File: config.mk
export PLATFORM = sky130hd
export DESIGN_NAME = avmm_m0_arb
export DESIGN_NICKNAME = d
export VERILOG_FILES = /design/src/rtl/avmm_m0_arb.sv
export SDC_FILE = /design/constraint.sdc
export NUM_CORES = 1
export LEC_CHECK = 0
export BUFFER_PORTS_ARGS = -buffer_cell sky130_fd_sc_hd__buf_2
export CAP_MARGIN = 10
export CORE_ASPECT_RATIO = 1.1
export CORE_UTILIZATION = 50
export DETAILED_ROUTE_END_ITERATION = 8
export PLACE_DENSITY = 0.81
export SLEW_MARGIN = 20
export SYNTH_ARGS = -nofsm -noshare
export SYNTH_HDL_FRONTEND = slang
export SYNTH_SLANG_ARGS = --single-unit
File: constraint.sdc
create_clock -name clk_clk -period 1.9 [get_ports clk_clk]
set_input_delay 0.19 -clock clk_clk [delete_from_list [all_inputs] [get_ports clk_clk]]
set_output_delay 0.19 -clock clk_clk [all_outputs]
set_load 0.005 [all_outputs]
File: src/rtl/avmm_m0_arb.sv
// avmm_m0_arb: shares one Avalon-MM peripheral master port between two
// requesters. Round-robin grant held for one whole transfer, with a watchdog
// that forcibly ends transfers the downstream slave never acknowledges.
module avmm_m0_arb #(
  parameter int                 ADDR_W      = 8,
  parameter int                 DATA_W      = 8,
  parameter int                 TIMEOUT_CYC = 256,
  parameter logic [DATA_W-1:0]  ERR_DATA    = 8'hFF
) (
  input  logic              clk_clk,
  input  logic              reset_reset,

  input  logic [ADDR_W-1:0] s0_address,
  input  logic              s0_read,
  input  logic              s0_write,
  input  logic [DATA_W-1:0] s0_writedata,
  output logic [DATA_W-1:0] s0_readdata,
  output logic              s0_waitrequest,

  input  logic [ADDR_W-1:0] s1_address,
  input  logic              s1_read,
  input  logic              s1_write,
  input  logic [DATA_W-1:0] s1_writedata,
  output logic [DATA_W-1:0] s1_readdata,
  output logic              s1_waitrequest,

  output logic [ADDR_W-1:0] m_address,
  output logic              m_read,
  output logic              m_write,
  output logic [DATA_W-1:0] m_writedata,
  input  logic [DATA_W-1:0] m_readdata,
  input  logic              m_waitrequest,

  output logic [1:0]        grant,
  output logic              timeout_pulse,
  output logic [15:0]       timeout_count
);

  typedef enum logic [1:0] {
    ST_IDLE = 2'd0,
    ST_BUSY = 2'd1,
    ST_TERM = 2'd2
  } state_t;

  // The timer holds the number of stalled BUSY cycles already elapsed. A stall
  // in the cycle where it equals TIMEOUT_CYC-2 is the one that would bring it
  // to TIMEOUT_CYC-1, so that cycle decides between completion and TERM.
  localparam logic [15:0] TIMER_LAST = 16'(TIMEOUT_CYC - 2);

  state_t              state, state_nx;
  logic [1:0]          grant_nx;
  logic                rr_ptr, rr_nx;
  logic [15:0]         timer, timer_nx;
  logic [15:0]         tcnt_nx;

  logic                req0, req1;
  logic                pick1;
  logic                owner;
  logic                g_rd, g_wr, g_req;
  logic [ADDR_W-1:0]   g_addr;
  logic [DATA_W-1:0]   g_wdata;

  // Saturating increment for the timeout event counter.
  function automatic logic [15:0] sat_inc16(input logic [15:0] v);
    return (v == 16'hFFFF) ? v : v + 16'd1;
  endfunction

  assign req0  = s0_read | s0_write;
  assign req1  = s1_read | s1_write;
  // With both requesting rr_ptr decides; otherwise whoever is asking wins.
  assign pick1 = (req0 & req1) ? rr_ptr : req1;

  // grant is one-hot, so its upper bit alone identifies the owner.
  assign owner   = grant[1];
  assign g_rd    = owner ? s1_read      : s0_read;
  assign g_wr    = owner ? s1_write     : s0_write;
  assign g_addr  = owner ? s1_address   : s0_address;
  assign g_wdata = owner ? s1_writedata : s0_writedata;
  assign g_req   = g_rd | g_wr;

  // State, grant, round-robin pointer, watchdog timer and timeout counter.
  always_ff @(posedge clk_clk or posedge reset_reset) begin
    if (reset_reset) begin
      state         <= ST_IDLE;
      grant         <= 2'b00;
      rr_ptr        <= 1'b0;
      timer         <= 16'd0;
      timeout_count <= 16'd0;
    end else begin
      state         <= state_nx;
      grant         <= grant_nx;
      rr_ptr        <= rr_nx;
      timer         <= timer_nx;
      timeout_count <= tcnt_nx;
    end
  end

  // Next-state logic and all port outputs; the master side follows the owner
  // combinationally while BUSY and is quiet in IDLE and TERM.
  always_comb begin
    state_nx       = state;
    grant_nx       = grant;
    rr_nx          = rr_ptr;
    timer_nx       = timer;
    tcnt_nx        = timeout_count;

    m_read         = 1'b0;
    m_write        = 1'b0;
    m_address      = '0;
    m_writedata    = '0;
    s0_waitrequest = 1'b1;
    s1_waitrequest = 1'b1;
    s0_readdata    = '0;
    s1_readdata    = '0;
    timeout_pulse  = 1'b0;

    case (state)
      ST_IDLE: begin
        if (req0 | req1) begin
          state_nx = ST_BUSY;
          grant_nx = pick1 ? 2'b10 : 2'b01;
          timer_nx = 16'd0;
        end
      end

      ST_BUSY: begin
        // A write strobe takes precedence over a simultaneous read strobe.
        m_read      = g_rd & ~g_wr;
        m_write     = g_wr;
        m_address   = g_addr;
        m_writedata = g_wdata;
        if (owner) begin
          s1_waitrequest = m_waitrequest;
          s1_readdata    = m_readdata;
        end else begin
          s0_waitrequest = m_waitrequest;
          s0_readdata    = m_readdata;
        end

        // Owner dropping its strobes abandons the transfer; a real
        // acknowledge always beats the watchdog in the same cycle.
        if (!g_req || !m_waitrequest) begin
          state_nx = ST_IDLE;
          grant_nx = 2'b00;
          rr_nx    = ~owner;
          timer_nx = 16'd0;
        end else if (timer == TIMER_LAST) begin
          state_nx = ST_TERM;
        end else begin
          timer_nx = timer + 16'd1;
        end
      end

      ST_TERM: begin
        // Release the stuck requester with an error response for reads.
        timeout_pulse = 1'b1;
        if (owner) begin
          s1_waitrequest = 1'b0;
          s1_readdata    = (g_rd & ~g_wr) ? ERR_DATA : '0;
        end else begin
          s0_waitrequest = 1'b0;
          s0_readdata    = (g_rd & ~g_wr) ? ERR_DATA : '0;
        end
        state_nx = ST_IDLE;
        grant_nx = 2'b00;
        rr_nx    = ~owner;
        timer_nx = 16'd0;
        tcnt_nx  = sat_inc16(timeout_count);
      end

      default: begin
        state_nx = ST_IDLE;
        grant_nx = 2'b00;
        timer_nx = 16'd0;
      end
    endcase
  end

endmodule

# == Word level (Yosys, flattened, before mapping) ==
# Cells that the tools add are included.
# word_totals
elab_cells,71
reg_bits,37
inputBits,47
output_inout_bits,55
# classes
muxes,37
add_sub_neg,2
reduce_logical,10
bitwise_logic,9
eq_ne,8
# op_table
operator,n
8-bit two-way mux,9
16-bit two-way mux,3
"16-bit by 1-bit adder with 16-bit output, second input constant",2
16-bit case mux with 2 select lines,1
8-bit case mux with 2 select lines,2
"16-bit == test, second input constant",1
"16-bit by 8-bit == test with 1-bit output, second input constant",1
2-bit two-way mux,6
1-bit two-way mux,11
2-bit AND reduction,5
2-bit case mux with 2 select lines,2
"3-bit != test, second input constant",2
1-bit case mux with 2 select lines,3
"2-bit != test, second input constant",2
1-bit OR,4
1-bit NOT,3
1-bit AND,2
"2-bit by 1-bit == test with 1-bit output, second input constant",1
"2-bit == test, second input constant",1
1-bit logical NOT,2
2-bit logical NOT,1
2-bit nonzero test,1
1-bit logical OR,1

# == Longest topological paths before layout ==
# Gate-level depths: netlist of the first run.
# logic_depth
ltp_word,6
ltp_mapped,9
depth_no_buf,7

# == Worst setup path after synthesis of the first run ==
# No wires, ideal clock.
# synth_path
path_kind,register to register
startpoint,register state[1]
endpoint,register grant[0]
n_path_buf,2
path_stages_with_launch,8
setup_ns,0.122
slack_ns,0.250
arrival_time_ns,1.529
required_ns,1.778
synth_period_minus_slack_ns,1.650
cell_sequence,dfrtp_1 inv_1 ha_1 nand2_1 a211o_1 buf_4 buf_6 a32o_1
# synth_via
elab_chain_cells,3
elab_cells_between_ends,6
cone_classes,eq/ne: 3; mux: 1; reduce/logical: 2
# synth_rtl
item,line,source
from (decl),50,"state_t state, state_nx;"
from (signal assigned),90,state <= state_nx;
2-bit by 1-bit == test with 1-bit output / 2-bit logical NOT (equally long branches),117,case (state)
2-bit != test (no line),n/a,
2-bit AND reduction (no line),n/a,
to (signal assigned),91,grant <= grant_nx;
to (decl),34,"output logic [1:0] grant,"
# Several ways; a longest one is shown, not always the timed one.
# A chain may end at the register's enable or synchronous reset.

# == Worst setup path after layout of the first run ==
# layout_path
startpoint,register state[1]
endpoint,output port s0_readdata[5]
# layout_via
elab_chain_cells,2
elab_cells_between_ends,3
cone_classes,eq/ne: 2; mux: 1
# layout_rtl
item,line,source
2-bit == test / 2-bit by 1-bit == test with 1-bit output (equally long branches),117,
8-bit case mux with 2 select lines *,117,
to (decl),17,"output logic [DATA_W-1:0] s0_readdata,"
# Every way passes the cells marked *; elsewhere a longest branch is shown, timed or not.

==> summary.md, run 1 <==
| Metric | Value |
|---|---|
| Run status | finished, violations left |
| Failing checks | hold timing |
| Fin cells | 496 |
| I/O Buffers | 101 |
| Peak Freq | 0.541 GHz |
| Most frequent cell after synthesis | nand2_1 |
| Top cell type by total area after synthesis | dfrtp_1 |
| DRC viols | 0 |
| Peak supply drop | 606 µV |
| Pwr dens | 891 nW/µm² |
| Syn Inst Count | 314 |
| Vias in the first global route | 2613 |
| Synth top area share | 0.337 |
| Overall power | 3.16 mW |
| Clock power share | 0.225 |
| Core box area | 5130 µm² |
| CP Launch Type | flop |
| Final Setup Violations | 0 |
| Max-slew violation count | 0 |
| Routability cong. | 0.857 |
| Largest net degree at the start of global routing | 38 |
| H-Tree Depth | 2 |
| Ys Warns | 0 |
| Wire per inst | 15.2 µm |
| Clock transition at path regs | 80 ps |
| Ys async rst share | 1.00 |
| Layout area overhead | 29.1% |
| Max clock buf depth | 2 |
| WS Path Type | flop to output pin |
| Fin crit share | 0.973 |
| CTS Root Cell | clkbuf_8 |
| Min Hold Slack | -9.37 ps |
| Logic pwr share | 0.497 |
| DR top layer | met4 |
| Drt pass-1 iters | 4 |
| Initial drt markers | 129 |
| Post-route ant nets | 0 |
| Post-synth top flop | dfrtp_1 |
| Total global routing overflow | 0 |
| Final Net Count | 476 |
| EDFF count, synth | 0 |
| Max Cap Viol | 0 |
| Synth top cells by count | nand2_1, dfrtp_1, nor2b_1 |
| CP Capture Type | output pin |
| Tmin final | 1850 ps |
| I/O pin count | 102 |
| CP required | 1710 ps |
| CTS Sinks | 37 |
| Syn Std Cell Area | 2750 µm² |
| Sequential share of the synthesized area | 0.337 |
| Die X | 72.7 µm |
| Layout cells sized above 1 | 0.375 |
| Met2 wire length | 3.96 mm |
| Via-per-instance ratio | 5.61 |
| Die Ht | 79.8 µm |
| Final Hold Viols | 23 |
| Slew @ Worst Pin | 470 ps |
| Initial Utilization | 0.536 |
| Syn_nets | 367 |
| CTS Buf Count | 5 |
| Dominant cells by area after synthesis | dfrtp_1, mux2i_1, nand2_1 |
| Worst-Skew Late Latency | 300 ps |
| Setup total negative slack | 0 ps |
| Die area | 5800 µm² |
| Row count | 27 |
| Distinct cell type count after synthesis | 53 |
| Met1 WL | 3.20 mm |
| Flop pwr share | 0.279 |
| Antenna Cells | 0 |
| CTS tree | done |
| Final clock skew | 4.20 ps |
| Dpl hpwl | 5.17 mm |
| GRT Total Usage | 0.266 |
| Met3 wire length | 239 µm |
| First-pass GRT wire length | 12.2 mm |
| Dpl cells | 481 |
| Crit path max fanout | 8 |
| WL final | 7.54 mm |
| Avg Cell Area, Syn | 8.76 µm² |
| Via count | 2784 |
| Internal power | 2.00 mW |
| Switch Pwr | 1.16 mW |
| Sw frac | 0.366 |
| Hold Path Class | input pin to asynchronous set/reset pin |
| P_leak | 1.75 nW |
| Number of synthesized register bits | 37 |
| Slew HR | 0.687 |
| Crit path DAT | 1660 ps |
| Initial antenna violation count | 0 |
## critical path, stage by stage, from the launching register on
cell      delay [ps]
dfrtp_1          400
inv_2             80
ha_4             150
buf_6            100
nor2b_1          110
buf_4            160
nand2_1           60
a21boi_1         160
buf_2            140
## power groups by stage
stage	registers, mW	logic (mW)	clock network, mW
global route	0.888	1.70	0.742
global placement	0.885	1.38	0
finish	0.881	1.57	0.711
CTS	0.877	1.48	0.710
floorplan	0.882	0.927	0
detailed placement	0.888	1.41	0
## registers in the layout, summed over array words and instances (netlist names)
register	cells
state	2
timeout_count	16
timer	16
grant	2
rr_ptr	1
## routing by layer
| layer | track usage | up-vias |
|---|---|---|
| met5 | 0 | - |
| met4 | 0.0765 | 0 |
| met3 | 0.0328 | 14 |
| met2 | 0.477 | 68 |
| met1 | 0.331 | 1364 |
| li1 | - | 1338 |
## repair_timing
| item | 4_1_cts | 5_1_grt |
|---|---|---|
| setup endpoints to repair | 16 | 17 |
| cloned | 1 | 0 |
| setup buffers | 2 | 4 |
| pin swaps | 1 | 3 |
| gates resized for setup | 9 | 12 |
| hold buffers | 0 | 0 |
## stage by stage
| step | hold WS, ps | setup WS, ps | area [µm²] | util |
|---|---|---|---|---|
| global placement | 316 | 162 | 3330 | 0.648 |
| floorplan | 370 | 250 | 2750 | - |
| CTS | 11.5 | 5.59 | 3500 | 0.682 |
| global route | 47.7 | -33.6 | 3550 | 0.692 |
| finish | -9.37 | 50.7 | 3550 | 0.692 |
| detailed placement | 326 | 75.6 | 3330 | 0.648 |
## path summary, 6_finish.rpt
kind | cells past startpoint | slack (ps) | start | end
worst max-delay path | 8 | 50 | state[1]$_DFFE_PP0P_ | s0_readdata[5]
worst min-delay path | 3 | -9 | reset_reset | timeout_count[10]$_DFFE_PP0P_
worst max register to register | 8 | 140 | state[1]$_DFFE_PP0P_ | timer[13]$_DFFE_PP0P_
worst min register to register | 1 | 480 | timer[6]$_DFFE_PP0P_ | timer[6]$_DFFE_PP0P_
max in group asynchronous | 3 | 1580 | reset_reset | timer[11]$_DFFE_PP0P_
min in group clk_clk | 5 | 390 | s1_read | grant[1]$_DFFE_PP0P_
## layout by cell type, fill, tap and decap left out, types with 8 or more instances in the layout
cell | Yosys | final
buf_2 | 5 | 102
nor2_1 | 16 | 15
o21ai_1 | 11 | 11
o21ai_0 | 9 | 9
and3_1 | 8 | 8
nand2_1 | 39 | 39
nand3_1 | 11 | 10
dfrtp_1 | 37 | 37
nand4_1 | 17 | 17
mux2i_1 | 17 | 17
nor2b_1 | 21 | 21
a31oi_1 | 9 | 9
a21boi_0 | 16 | 10
a21oi_1 | 11 | 11
buf_4 | 2 | 19
inv_1 | 10 | 8
## cell type report
cell class / count / area [µm²]
clock inverters: 3 / 46.3
multi-input cells: 246 / 1710
flip-flops and latches: 37 / 926
well taps: 72 / 90.1
fillers: 425 / 1580
clock buffers: 5 / 68.8
repair buffers: 123 / 676
inverters: 10 / 37.5
## logic make-up (layout without fill, tap and decap cells)
| kind of cell | Yosys count | after routing | share of synthesized area |
|---|---|---|---|
| simple gates | 135 | 135 | 0.281 |
| mux | 18 | 18 | 0.0673 |
| compound gates | 75 | 75 | 0.189 |
| buf+inv | 31 | 141 | 0.0614 |
| flops | 37 | 37 | 0.337 |
| fa+ha+maj | 6 | 6 | 0.0273 |
| xor+xnor | 12 | 12 | 0.0382 |
(Power assumes the default switching activity.)
==> run 2: changes to the inputs <==
RECOVER_POWER = 25   (was unset)
==> run 2 against run 1 <==
The run now ends clean. Cell count unchanged. Non-clock buffer count unchanged. Wire length decreased by 0.16%. Highest routed layer unchanged. Via count increased by 0.29%. Total power about the same. Global-route usage unchanged.
==> summary.md, run 2 (same netlist as run 1, synthesis figures left out) <==
| Metric | Value |
|---|---|
| Max clock buf depth | 2 (unchanged) |
| CTS Sinks | 37 (unchanged) |
| CTS Buf Count | 5 (unchanged) |
| Dpl cells | 481 (unchanged) |
| Final Setup Violations | 0 (unchanged) |
| Die X | 72.7 µm (unchanged) |
| Wire per inst | 15.2 µm (-0.16%) |
| I/O Buffers | 101 (unchanged) |
| Crit path max fanout | 8 (unchanged) |
| Post-route ant nets | 0 (unchanged) |
| Die area | 5800 µm² (unchanged) |
| Initial antenna violation count | 0 (unchanged) |
| H-Tree Depth | 2 (unchanged) |
| Worst-Skew Late Latency | 300 ps (about the same) |
| Via count | 2792 (+0.29%) |
| Max-slew violation count | 0 (unchanged) |
| I/O pin count | 102 (unchanged) |
| Total global routing overflow | 0 (unchanged) |
| WS Path Type | flop to output pin |
| CP Launch Type | flop |
| Vias in the first global route | 2613 (unchanged) |
| Die Ht | 79.8 µm (unchanged) |
| Pwr dens | 890 nW/µm² (about the same) |
| First-pass GRT wire length | 12.2 mm (unchanged) |
| Layout cells sized above 1 | 0.375 (unchanged) |
| Final Net Count | 476 (unchanged) |
| Crit path DAT | 1660 ps (about the same) |
| Largest regs | timeout_count x16, timer x16 |
| Hold Path Class | input pin to asynchronous set/reset pin |
| Dpl ws | 75.6 ps (unchanged) |
| CTS Root Cell | clkbuf_8 |
| Drt pass-1 iters | 4 (unchanged) |
| Run status | completed |
| Initial drt markers | 139 (+7.8%) |
| Slew HR | 0.386 (-0.301) |
| Most common cell after layout, fill and taps aside | buf_2 |
| Leading cell types in the layout, fill and taps excluded | buf_2, nand2_1, dfrtp_1, nor2b_1, buf_4 |
| Layout area overhead | 29.0% (about the same) |
| Clock transition at path regs | 80 ps (about the same) |
| Peak Freq | 0.541 GHz (about the same) |
| Dpl hpwl | 5.17 mm (unchanged) |
| Routability cong. | 0.857 (unchanged) |
| Antenna Cells | 0 (unchanged) |
| Peak supply drop | 605 µV (-0.20%) |
| Largest net degree at the start of global routing | 38 (unchanged) |
| Fin cells | 496 (unchanged) |
| # fillers | 425 (unchanged) |
| CP required | 1710 ps (about the same) |
| Final Hold Viols | 0 (-100%) |
| Row count | 27 (unchanged) |
| Tmin final | 1850 ps (-1.42 ps) |
| Core box area | 5130 µm² (unchanged) |
| Fin crit share | 0.973 (about the same) |
| Worst setup margin | 52.1 ps (+1.42 ps) |
| Via-per-instance ratio | 5.63 (+0.29%) |
| CTS tree | done |
| WL final | 7.53 mm (-0.16%) |
| DRC viols | 0 (unchanged) |
| CP Capture Type | output pin |
| GRT Total Usage | 0.266 (unchanged) |
| Initial Utilization | 0.536 (unchanged) |
| Overall power | 3.16 mW (about the same) |
| Slew @ Worst Pin | 921 ps (+451 ps) |
| Final clock skew | 4.36 ps (+0.162 ps) |
| Max Cap Viol | 0 (unchanged) |
| P_leak | 1.75 nW (about the same) |
| Post-CTS Hold Fix Bufs | 0 (unchanged) |
==> run 2: cell count changes in the layout (fill, tap and decap cells not counted), sizes merged <==
cell and delta:
buf -1, clkbuf +1
==> run 2: worst max-delay path: stages, from the launching register on <==
cell and delay (ps):
dfrtp_1 400, inv_2 80, ha_4 150, buf_6 100, nor2b_1 110, buf_4 160
nand2_1 60, a21boi_1 160, buf_2 140
==> run 2: final timing paths <==
check | cells after the start | start | end | slack [ps]
min in group clk_clk | 5 | s1_read | grant[1]$_DFFE_PP0P_ | 390
setup / recovery | 8 | state[1]$_DFFE_PP0P_ | s0_readdata[5] | 50
max in group asynchronous | 3 | reset_reset | timer[11]$_DFFE_PP0P_ | 1170
hold / removal | 3 | reset_reset | timeout_count[10]$_DFFE_PP0P_ | 160
hold reg to reg | 1 | timer[6]$_DFFE_PP0P_ | timer[6]$_DFFE_PP0P_ | 480
setup reg to reg | 8 | state[1]$_DFFE_PP0P_ | timer[13]$_DFFE_PP0P_ | 140
==> run 2: layout make-up <==
cell class	count	area (µm²)	share of cell area
Multi-Input combinational cell	246	1710	0.481
Sequential cell	37	926	0.261
Timing Repair Buffer	123	673	0.190
Tap cell	72	90.1	0.0254
Clock buffer	5	68.8	0.0194
Clock inverter	3	46.3	0.0130
Inverter	10	37.5	0.0106
==> run 2: what timing repair did <==
action                     CTS  global route
setup endpoints to repair   16            17
setup buffers                2             4
gates resized for setup      9            12
pin swaps                    1             3
gates cloned                 1             0
==> run 2: per-stage QoR <==
| step | util | area, µm² | setup TNS (ps) | hold slack, ps |
|---|---|---|---|---|
| after floorplan | - | 2750 | 0 | 370 |
| after global placement | 0.648 | 3330 | 0 | 316 |
| after detailed placement | 0.648 | 3330 | 0 | 326 |
| after CTS | 0.682 | 3500 | 0 | 11.5 |
| after global routing | 0.691 | 3550 | -54.2 | 248 |
| final | 0.691 | 3550 | 0 | 159 |
==> run 2: routing by layer <==
| metal | vias to the layer above | wire [µm] | GRT usage |
|---|---|---|---|
| met1 | 1367 | 3170 | 0.331 |
| met3 | 14 | 254 | 0.0328 |
| met5 | - | 0 | 0 |
| li1 | 1339 | - | - |
| met4 | 0 | 144 | 0.0765 |
| met2 | 72 | 3960 | 0.477 |
==> run 2: power by group <==
group | internal [mW] | switching (mW) | leakage (nW) | total, mW
combinational | 0.775 | 0.795 | 1.19 | 1.57
sequential | 0.836 | 0.0451 | 0.508 | 0.881
clock | 0.393 | 0.317 | 0.0543 | 0.710
total | 2.00 | 1.16 | 1.75 | 3.16
